[src/rtl/regfile_pkg.sv]
// Shared widths, state encoding and reset data value for the integer pipe register file.
package regfile_pkg;

  localparam int unsigned DATA_W = 16;
  localparam int unsigned SEL_W  = 3;
  localparam int unsigned FLG_W  = 8;

  localparam logic [DATA_W-1:0] RST_DATA = '0;

  typedef enum logic [1:0] {
    StClear = 2'd0,
    StRun   = 2'd1,
    StExt   = 2'd2
  } state_e;

endpackage

[src/rtl/regfile_rdport.sv]
// One registered read port with same-cycle writeback forwarding.
module regfile_rdport
  import regfile_pkg::*;
#(
  parameter int unsigned DW     = DATA_W,
  parameter int unsigned SW     = SEL_W,
  parameter int unsigned NR     = 2 ** SW,
  parameter bit          R0ZERO = 1'b0
) (
  input  logic             clk,
  input  logic             rst,
  input  logic             en,
  input  logic [SW-1:0]    sel,
  input  logic [NR*DW-1:0] regsFlat,
  input  logic             fwdEn,
  input  logic [SW-1:0]    fwdSel,
  input  logic [DW-1:0]    fwdDat,
  output logic [DW-1:0]    dat
);

  logic [DW-1:0] datD;

  always_comb begin
    datD = dat;
    if (en) begin
      if (fwdEn && (fwdSel == sel)) begin
        datD = fwdDat;
      end else begin
        datD = regsFlat[int'(sel)*DW +: DW];
      end
      // Hardwired zero overrides forwarding as well.
      if (R0ZERO && (sel == '0)) begin
        datD = '0;
      end
    end
  end

  always_ff @(posedge clk) begin
    if (rst) begin
      dat <= DW'(RST_DATA);
    end else begin
      dat <= datD;
    end
  end

endmodule

[src/rtl/regfile_resp.sv]
// Register file responder: two read ports, pipe writeback, flags and an arbitrated external port.
// Define REGFILE_R0_ZERO_EN to make register 0 read as zero and discard writes to it.
module regfile_resp
  import regfile_pkg::*;
#(
  parameter int unsigned DW = DATA_W,
  parameter int unsigned SW = SEL_W,
  parameter int unsigned FW = FLG_W
) (
  input  logic          clk,
  input  logic          rst,
  input  logic [SW-1:0] aSel,
  input  logic [SW-1:0] bSel,
  output logic [DW-1:0] aDat,
  output logic [DW-1:0] bDat,
  input  logic [SW-1:0] cSel,
  input  logic [DW-1:0] cDat,
  input  logic          cWri,
  input  logic [FW-1:0] flgIn,
  input  logic          flgWri,
  output logic [FW-1:0] flgOut,
  output logic          regWt,
  input  logic          extReq,
  input  logic          extWe,
  input  logic [SW-1:0] extSel,
  input  logic [DW-1:0] extDin,
  output logic [DW-1:0] extDout,
  output logic          extAck
);

  localparam int unsigned NREGS = 2 ** SW;

`ifdef REGFILE_R0_ZERO_EN
  localparam bit R0Zero = 1'b1;
`else
  localparam bit R0Zero = 1'b0;
`endif

  state_e        stateQ, stateD;
  logic [SW-1:0] clrCnt;
  logic [DW-1:0] regs [NREGS];
  logic [NREGS*DW-1:0] regsFlat;

  logic active;
  logic extDo;
  logic pipeWr;
  logic extWr;

  for (genvar i = 0; i < NREGS; i++) begin : gen_flat
    assign regsFlat[i*DW +: DW] = regs[i];
  end

  assign active = (stateQ != StClear);
  assign regWt  = (stateQ != StRun);
  // The external access completes only in an EXT cycle the pipe leaves free.
  assign extDo  = (stateQ == StExt) && !cWri;
  assign pipeWr = active && cWri && !(R0Zero && (cSel == '0));
  assign extWr  = extDo && extWe && !(R0Zero && (extSel == '0));

  always_comb begin
    stateD = stateQ;
    unique case (stateQ)
      StClear: if (clrCnt == SW'(NREGS - 1)) stateD = StRun;
      StRun:   if (extReq && !cWri) stateD = StExt;
      StExt:   if (!cWri) stateD = StRun;
      default: stateD = StClear;
    endcase
  end

  always_ff @(posedge clk) begin
    if (rst) begin
      stateQ  <= StClear;
      clrCnt  <= '0;
      flgOut  <= '0;
      extDout <= DW'(RST_DATA);
      extAck  <= 1'b0;
    end else begin
      stateQ <= stateD;
      extAck <= extDo;
      if (stateQ == StClear) begin
        clrCnt <= clrCnt + 1'b1;
      end
      if (active && flgWri) begin
        flgOut <= flgIn;
      end
      if (extDo && !extWe) begin
        extDout <= regs[extSel];
      end
    end
  end

  // Array has no reset of its own; the CLEAR sweep zeroes it.
  always_ff @(posedge clk) begin
    if (!rst) begin
      if (stateQ == StClear) begin
        regs[clrCnt] <= DW'(RST_DATA);
      end else if (pipeWr) begin
        regs[cSel] <= cDat;
      end else if (extWr) begin
        regs[extSel] <= extDin;
      end
    end
  end

  regfile_rdport #(
    .DW     (DW),
    .SW     (SW),
    .NR     (NREGS),
    .R0ZERO (R0Zero)
  ) u_rdport_a (
    .clk      (clk),
    .rst      (rst),
    .en       (active),
    .sel      (aSel),
    .regsFlat (regsFlat),
    .fwdEn    (cWri),
    .fwdSel   (cSel),
    .fwdDat   (cDat),
    .dat      (aDat)
  );

  regfile_rdport #(
    .DW     (DW),
    .SW     (SW),
    .NR     (NREGS),
    .R0ZERO (R0Zero)
  ) u_rdport_b (
    .clk      (clk),
    .rst      (rst),
    .en       (active),
    .sel      (bSel),
    .regsFlat (regsFlat),
    .fwdEn    (cWri),
    .fwdSel   (cSel),
    .fwdDat   (cDat),
    .dat      (bDat)
  );

endmodule

[config.mk]
export PLATFORM = sky130hd
export DESIGN_NAME = regfile_resp
export DESIGN_NICKNAME = d
export VERILOG_FILES = /design/src/rtl/regfile_pkg.sv /design/src/rtl/regfile_rdport.sv /design/src/rtl/regfile_resp.sv
export SDC_FILE = /design/constraint.sdc
export NUM_CORES = 1
export LEC_CHECK = 0
export CAP_MARGIN = 20
export CORE_MARGIN = 1.5
export CORE_UTILIZATION = 48
export DETAILED_ROUTE_END_ITERATION = 10
export DONT_BUFFER_PORTS = 1
export SYNTH_ARGS = -nofsm -noshare
export SYNTH_HDL_FRONTEND = slang
export SYNTH_SLANG_ARGS = --single-unit
[constraint.sdc]
create_clock -name clk -period 8.1 [get_ports clk]
set_input_delay 1.62 -clock clk [delete_from_list [all_inputs] [get_ports clk]]
set_output_delay 1.62 -clock clk [all_outputs]
set_load 0.05 [all_outputs]
==> results of run 1 <==
worst max-delay path by stage:
stage          start               endpoint  slack [ns]  cells past startpoint
6_report        cWri   regs[4][8]$_DFFE_PP_        4.97                      5
5_1_grt         cWri   regs[4][9]$_DFFE_PP_        4.83                      5
4_1_cts         cWri  regs[5][11]$_DFFE_PP_        4.97                      6
3_5_place_dp    cWri   regs[5][7]$_DFFE_PP_        4.52                      6
3_3_place_gp    cWri   regs[4][7]$_DFFE_PP_        4.57                      5
2_1_floorplan    rst   regs[3][0]$_DFFE_PP_        3.39                      6
metal layers:
layer  up-vias  wire length [um]  share of wire  GRT usage
met2       262             12800           0.52      0.442
met5         -                 0              0          0
li1       2402                 -              -          -
met3        41              1590          0.065     0.0479
met4         0               377          0.015     0.0678
met1      3054              9680           0.40      0.326
metrics by stage:
step | instances | util | setup slack [ns]
after floorplan | 588 | - | 3.39
after global placement | 788 | 0.504 | 4.57
after detailed placement | 788 | 0.504 | 4.52
after CTS | 820 | 0.533 | 4.97
after global routing | 820 | 0.533 | 4.83
final | 820 | 0.533 | 4.97
cell families after synthesis:
family / Yosys count
xor+xnor: 7
fa+ha+maj: 2
mux: 144
compound gates: 93
simple gates: 101
flops: 190
buf+inv: 51
Yosys cell counts, types with 3 or more instances:
| cell | n | area [um^2] |
|---|---|---|
| sky130_fd_sc_hd__a21oi_1 | 12 | 60.1 |
| sky130_fd_sc_hd__a221o_1 | 32 | 320 |
| sky130_fd_sc_hd__a22o_1 | 16 | 140 |
| sky130_fd_sc_hd__a31o_2 | 3 | 26.3 |
| sky130_fd_sc_hd__a31oi_1 | 3 | 18.8 |
| sky130_fd_sc_hd__buf_1 | 4 | 15.0 |
| sky130_fd_sc_hd__buf_2 | 19 | 95.1 |
| sky130_fd_sc_hd__clkbuf_1 | 21 | 78.8 |
| sky130_fd_sc_hd__dfxtp_1 | 62 | 1240 |
| sky130_fd_sc_hd__edfxtp_1 | 128 | 3840 |
| sky130_fd_sc_hd__mux2i_1 | 48 | 480 |
| sky130_fd_sc_hd__mux4_2 | 96 | 2160 |
| sky130_fd_sc_hd__nand2_1 | 30 | 113 |
| sky130_fd_sc_hd__nand3_1 | 11 | 55.1 |
| sky130_fd_sc_hd__nor2_1 | 40 | 150 |
| sky130_fd_sc_hd__nor3_1 | 3 | 15.0 |
| sky130_fd_sc_hd__nor4_1 | 8 | 50.1 |
| sky130_fd_sc_hd__o21ai_0 | 21 | 105 |
| sky130_fd_sc_hd__xnor2_1 | 7 | 61.3 |
critical path: stages:
cell and delay [ns]:
sky130_fd_sc_hd__or4b_4 0.55, sky130_fd_sc_hd__nor3_1 0.21, sky130_fd_sc_hd__a31oi_1 0.16, sky130_fd_sc_hd__nor4_2 0.31, sky130_fd_sc_hd__buf_4 0.37
registers in the layout (all words and copies together) (netlist names):
register,cells
flgOut,8
u_rdport_a.dat,16
extAck,1
extDout,16
regs,128
u_rdport_b.dat,16
stateQ,2
clrCnt,3
cell type report:
| type | instances | area, um^2 |
|---|---|---|
| Timing Repair Buffer | 13 | 97.6 |
| Clock buffer | 17 | 425 |
| Sequential cell | 190 | 5080 |
| Multi-Input combinational cell | 347 | 3960 |
| Fill cell | 1505 | 8760 |
| Clock inverter | 15 | 129 |
| Tap cell | 234 | 293 |
| Inverter | 4 | 16.3 |
power groups by stage:
stage	Clock [mW]	Combinational (mW)	Sequential, mW
global route	0.840	0.150	1.08
detailed placement	0	0.142	1.10
CTS	0.805	0.143	1.08
finish	0.797	0.142	1.08
floorplan	0	0.138	1.09
global placement	0	0.139	1.10
==> results.cfg, run 1 <==
[setup_path]
critical_path.reg2reg.startpoint = stateQ[1]$_SDFFE_PP0P_
worstPathRequired_ns = 8.20
arrival_time_of_the_worst_setup_path_ns = 3.24
critical_path.endpoint_type = register
crit_path_start_kind = input port
crit_type = in2reg
crit_path_max_fanout = 16
regToRegEndpoint = regs[4][8]$_DFFE_PP_
r2r_slack_ns = 5.64
worst-r2r-cell-count = 5

[worst_hold_path]
hold_start = clrCnt[2]$_SDFFE_PP0P_
hold_depth = 2
whs_endpoint = clrCnt[2]$_SDFFE_PP0P_
holdCritPathClass = reg2reg

[placement]
globalplace.congestion = 0.845
placed_area_um2 = 9450
dp_hpwl_um = 15100
port_buffers = 0

[clock_network]
post-cts-setup-buffer-count = 0
cts-htree-levels = 4
clock-root-buffer = sky130_fd_sc_hd__clkbuf_16
cts.path.max_buffers = 2
cts_resized = 0
clock-sinks = 190
clk_latency_ns = 0.44
path_clk_slew_ns = 0.07
cts_hold_buffers = 0
tritoncts = built
cts-buffers-inserted = 17

[synthesis]
combinational_family_with_the_most_area_after_synthesis = multiplexers
postSynth.asyncResetShare = 0
synthAdderAreaFrac = 0.00271
synth-simple-area-share = 0.0490
synth-edff-count = 128
ys_seq_area_frac = 0.551
netlist-cell-type-count = 36
postSynthAreaPerCell_um2 = 15.7
synth_warnings = 0
synth-compound-area-share = 0.0786
synthFlopType = sky130_fd_sc_hd__edfxtp_1
synth.mux.area_fraction = 0.287
synth_nets = 648
fraction_of_synthesized_cell_area_in_xor_and_xnor_cells = 0.00665
syn-instance-count = 588
ys_ff_latch = 190
syn-cell-area_um2 = 9220

[power]
power_frac_clock = 0.395
power.density_cell_area_nw_per_um2 = 202
p_switching_uw = 478
irDropWorstVdd_mv = 0.153
p_comb_frac = 0.070
p_sw_frac = 0.237
power.sequential.fraction = 0.535
internal-power_mw = 1.54
leakage_nw = 3.16
design_power_total_mw = 2.02

[detailed_routing]
detailroute.via_count = 5759
drc = 0
wl_per_cell_um = 29.9
detail_route.vias_per_cell = 7.02
antenna_violating_nets_post_route = 0
drt-pass1-iter-count = 5
dr.first_iter.drc_count = 637
drt_wl_total_um = 24500

[floorplanning]
die-width_um = 142
total_core_area_um2 = 18800
io_pins = 116
die_area_um2 = 20100
fp.dieH_um = 142
initial_standard_cell_utilization_of_the_core = 0.491
num_rows = 50

[global_routing]
global_route.usage.total = 0.253
first_global_vias = 5899
antenna_found_initial = 0
overflow = 0
grt_first_pass_wirelength_um = 36700
grt_start_max_net_pins = 34

[final_layout]
antenna_cells_inserted = 0
mostFrequentLayoutCell = sky130_fd_sc_hd__edfxtp_1
fin_nets = 633
area_growth_pct = 8.51
layout-drive-gt1-share = 0.273
final_cell_mix = sky130_fd_sc_hd__edfxtp_1 (128), sky130_fd_sc_hd__mux4_2 (96), sky130_fd_sc_hd__dfxtp_1 (62)
layout.cell_area.non_filler_um2 = 10000

[sta]
grt_setup_unrepaired = false
timing.slew.headroom = 0.260
worst-slew-pin-transition_ns = 1.11
fin_tns_setup_ns = 0
highest_clock_rate_mhz = 319
hold_violation_total_from_the_final_report = 0
setup_violations = 0
period_needed_ns = 3.13
hold_ws_ns = 0.490
min_period_over_period = 0.387
final_slew_viol_count = 0
finalClockSkew_ns = 0.00718

[run]
cap_viol_max_count = 0

[outcome]
status = completed
(Power assumes the default switching activity.)
==> inputs of run 2 (changes only) <==
clock period = 2.9 ns   (was 8.1 ns; I/O delays follow)
==> run 2 against run 1 <==
Against the previous run: via count decreased by 0.73%; worst setup slack got worse by 4.6 ns; wire length increased by 2.0%; cell count increased by 0.98%; hold slack got worse by 0.28 ns; combinational power increased to 3.1 times the previous value; core utilization increased by 1.6 points; critical endpoint is now regs[4][12]$_DFFE_PP_; sequential power increased to 2.8 times the previous value; critical path depth increased by 1; clock power increased to 3.1 times the previous value; flip-flop and latch count unchanged.
==> results.cfg, run 2 (synthesis results as in run 1) <==
[sta]
hold_violation_total_from_the_final_report = 0
fin_tns_setup_ns = 0
finalClockSkew_ns = 0.0128
highest_clock_rate_mhz = 394
final_slew_viol_count = 0
grt_setup_unrepaired = false
timing.slew.headroom = 0.294
hold_ws_ns = 0.210
worst-slew-pin-transition_ns = 1.05
fin_ws_ns = 0.363
setup_violations = 0
period_needed_ns = 2.54
min_period_over_period = 0.875

[power]
design_power_total_mw = 5.93
irDropWorstVdd_mv = 0.466
power.density_cell_area_nw_per_um2 = 575
leakage_nw = 3.27

[final_layout]
layout.cell_area.non_filler_um2 = 10300
largest_register = regs
final_cell_mix = sky130_fd_sc_hd__edfxtp_1 (128), sky130_fd_sc_hd__mux4_2 (96), sky130_fd_sc_hd__dfxtp_1 (62)
layout-drive-gt1-share = 0.278
fin_nets = 641
antenna_cells_inserted = 0
mostFrequentLayoutCell = sky130_fd_sc_hd__edfxtp_1
number_of_flip_flops_under_the_largest_register_name = 128
layout.cells.non_filler = 828
final_core_util = 0.549
area_growth_pct = 11.7

[placement]
dp_worst_setup_slack_ns = 0.288
placed_area_um2 = 9680
dp_hpwl_um = 15500
numPlacedInstances = 796
globalplace.congestion = 0.820
port_buffers = 0

[setup_path]
crit_path_start_kind = register
path_delay_family = simple AND/OR/NAND/NOR gates
crit_path_depth = 6
worstPathRequired_ns = 3.08
critical_path.slowest_cell = sky130_fd_sc_hd__a31oi_1
worst-r2r-cell-count = 6
crit_path_max_fanout = 16
crit_type = reg2reg
critical_path.endpoint_type = register
arrival_time_of_the_worst_setup_path_ns = 2.72
crit_path_cell_trace = or4b_4 > clkinv_2 > nand2_2 > a31oi_1 > nor4_4 > buf_12
critical_path.n_buffers_inverters = 2
timing.critical_path.slowest_cell_delay_ns = 0.73

[detailed_routing]
drt_wl_total_um = 25000
drt-pass1-iter-count = 5
drc = 0
detail_route.vias_per_cell = 6.90
wl_per_cell_um = 30.2
antenna_violating_nets_post_route = 0
dr.first_iter.drc_count = 514
detailroute.via_count = 5717

[floorplanning]
fp.dieH_um = 142
io_pins = 116
die_area_um2 = 20100
initial_standard_cell_utilization_of_the_core = 0.491
num_rows = 50
total_core_area_um2 = 18800
die-width_um = 142

[worst_hold_path]
holdCritPathClass = in2reg
hold_depth = 1

[clock_network]
cts_hold_buffers = 0
cts-htree-levels = 4
path_clk_slew_ns = 0.06
cts-buffers-inserted = 17
clk_latency_ns = 0.43
tritoncts = built
clock-root-buffer = sky130_fd_sc_hd__clkbuf_16
clock-sinks = 190
cts.path.max_buffers = 2
cts_resized = 0
post-cts-setup-buffer-count = 0

[global_routing]
overflow = 0
antenna_found_initial = 0
first_global_vias = 5789
global_route.usage.total = 0.257
grt_first_pass_wirelength_um = 36600
grt_start_max_net_pins = 34

[outcome]
status = completed

[run]
cap_viol_max_count = 0
run 2: worst paths after layout:
| check | start | slack [ns] | end |
|---|---|---|---|
| worst max-delay path | stateQ[1]$_SDFFE_PP0P_ | 0.36 | regs[4][12]$_DFFE_PP_ |
| worst min-delay path | rst | 0.21 | clrCnt[2]$_SDFFE_PP0P_ |
| worst min register to register | clrCnt[2]$_SDFFE_PP0P_ | 0.48 | clrCnt[2]$_SDFFE_PP0P_ |
| worst max register to register | stateQ[1]$_SDFFE_PP0P_ | 0.36 | regs[4][12]$_DFFE_PP_ |
run 2: area by class of cell:
| class | instances | area (um^2) |
|---|---|---|
| fill | 1470 | 8470 |
| clock inverter | 13 | 185 |
| clock buffer | 19 | 433 |
| sequential | 190 | 5080 |
| tap | 234 | 293 |
| timing repair buffer | 21 | 258 |
| multi-input combinational | 347 | 4030 |
| inverter | 4 | 16.3 |
run 2: power breakdown:
group          total [mW]  internal, mW  switching [mW]  leakage, nW
clock                2.47          1.45            1.02        0.300
sequential           3.02          2.94          0.0759         1.56
combinational       0.436         0.257           0.179         1.41
run 2: layer usage:
layer  up-vias  GRT usage  wire (um)
met5         -          0          0
met1      3026      0.332      10000
met2       237      0.430      12800
met3        31     0.0543       1680
met4         0     0.0960        497
li1       2423          -          -
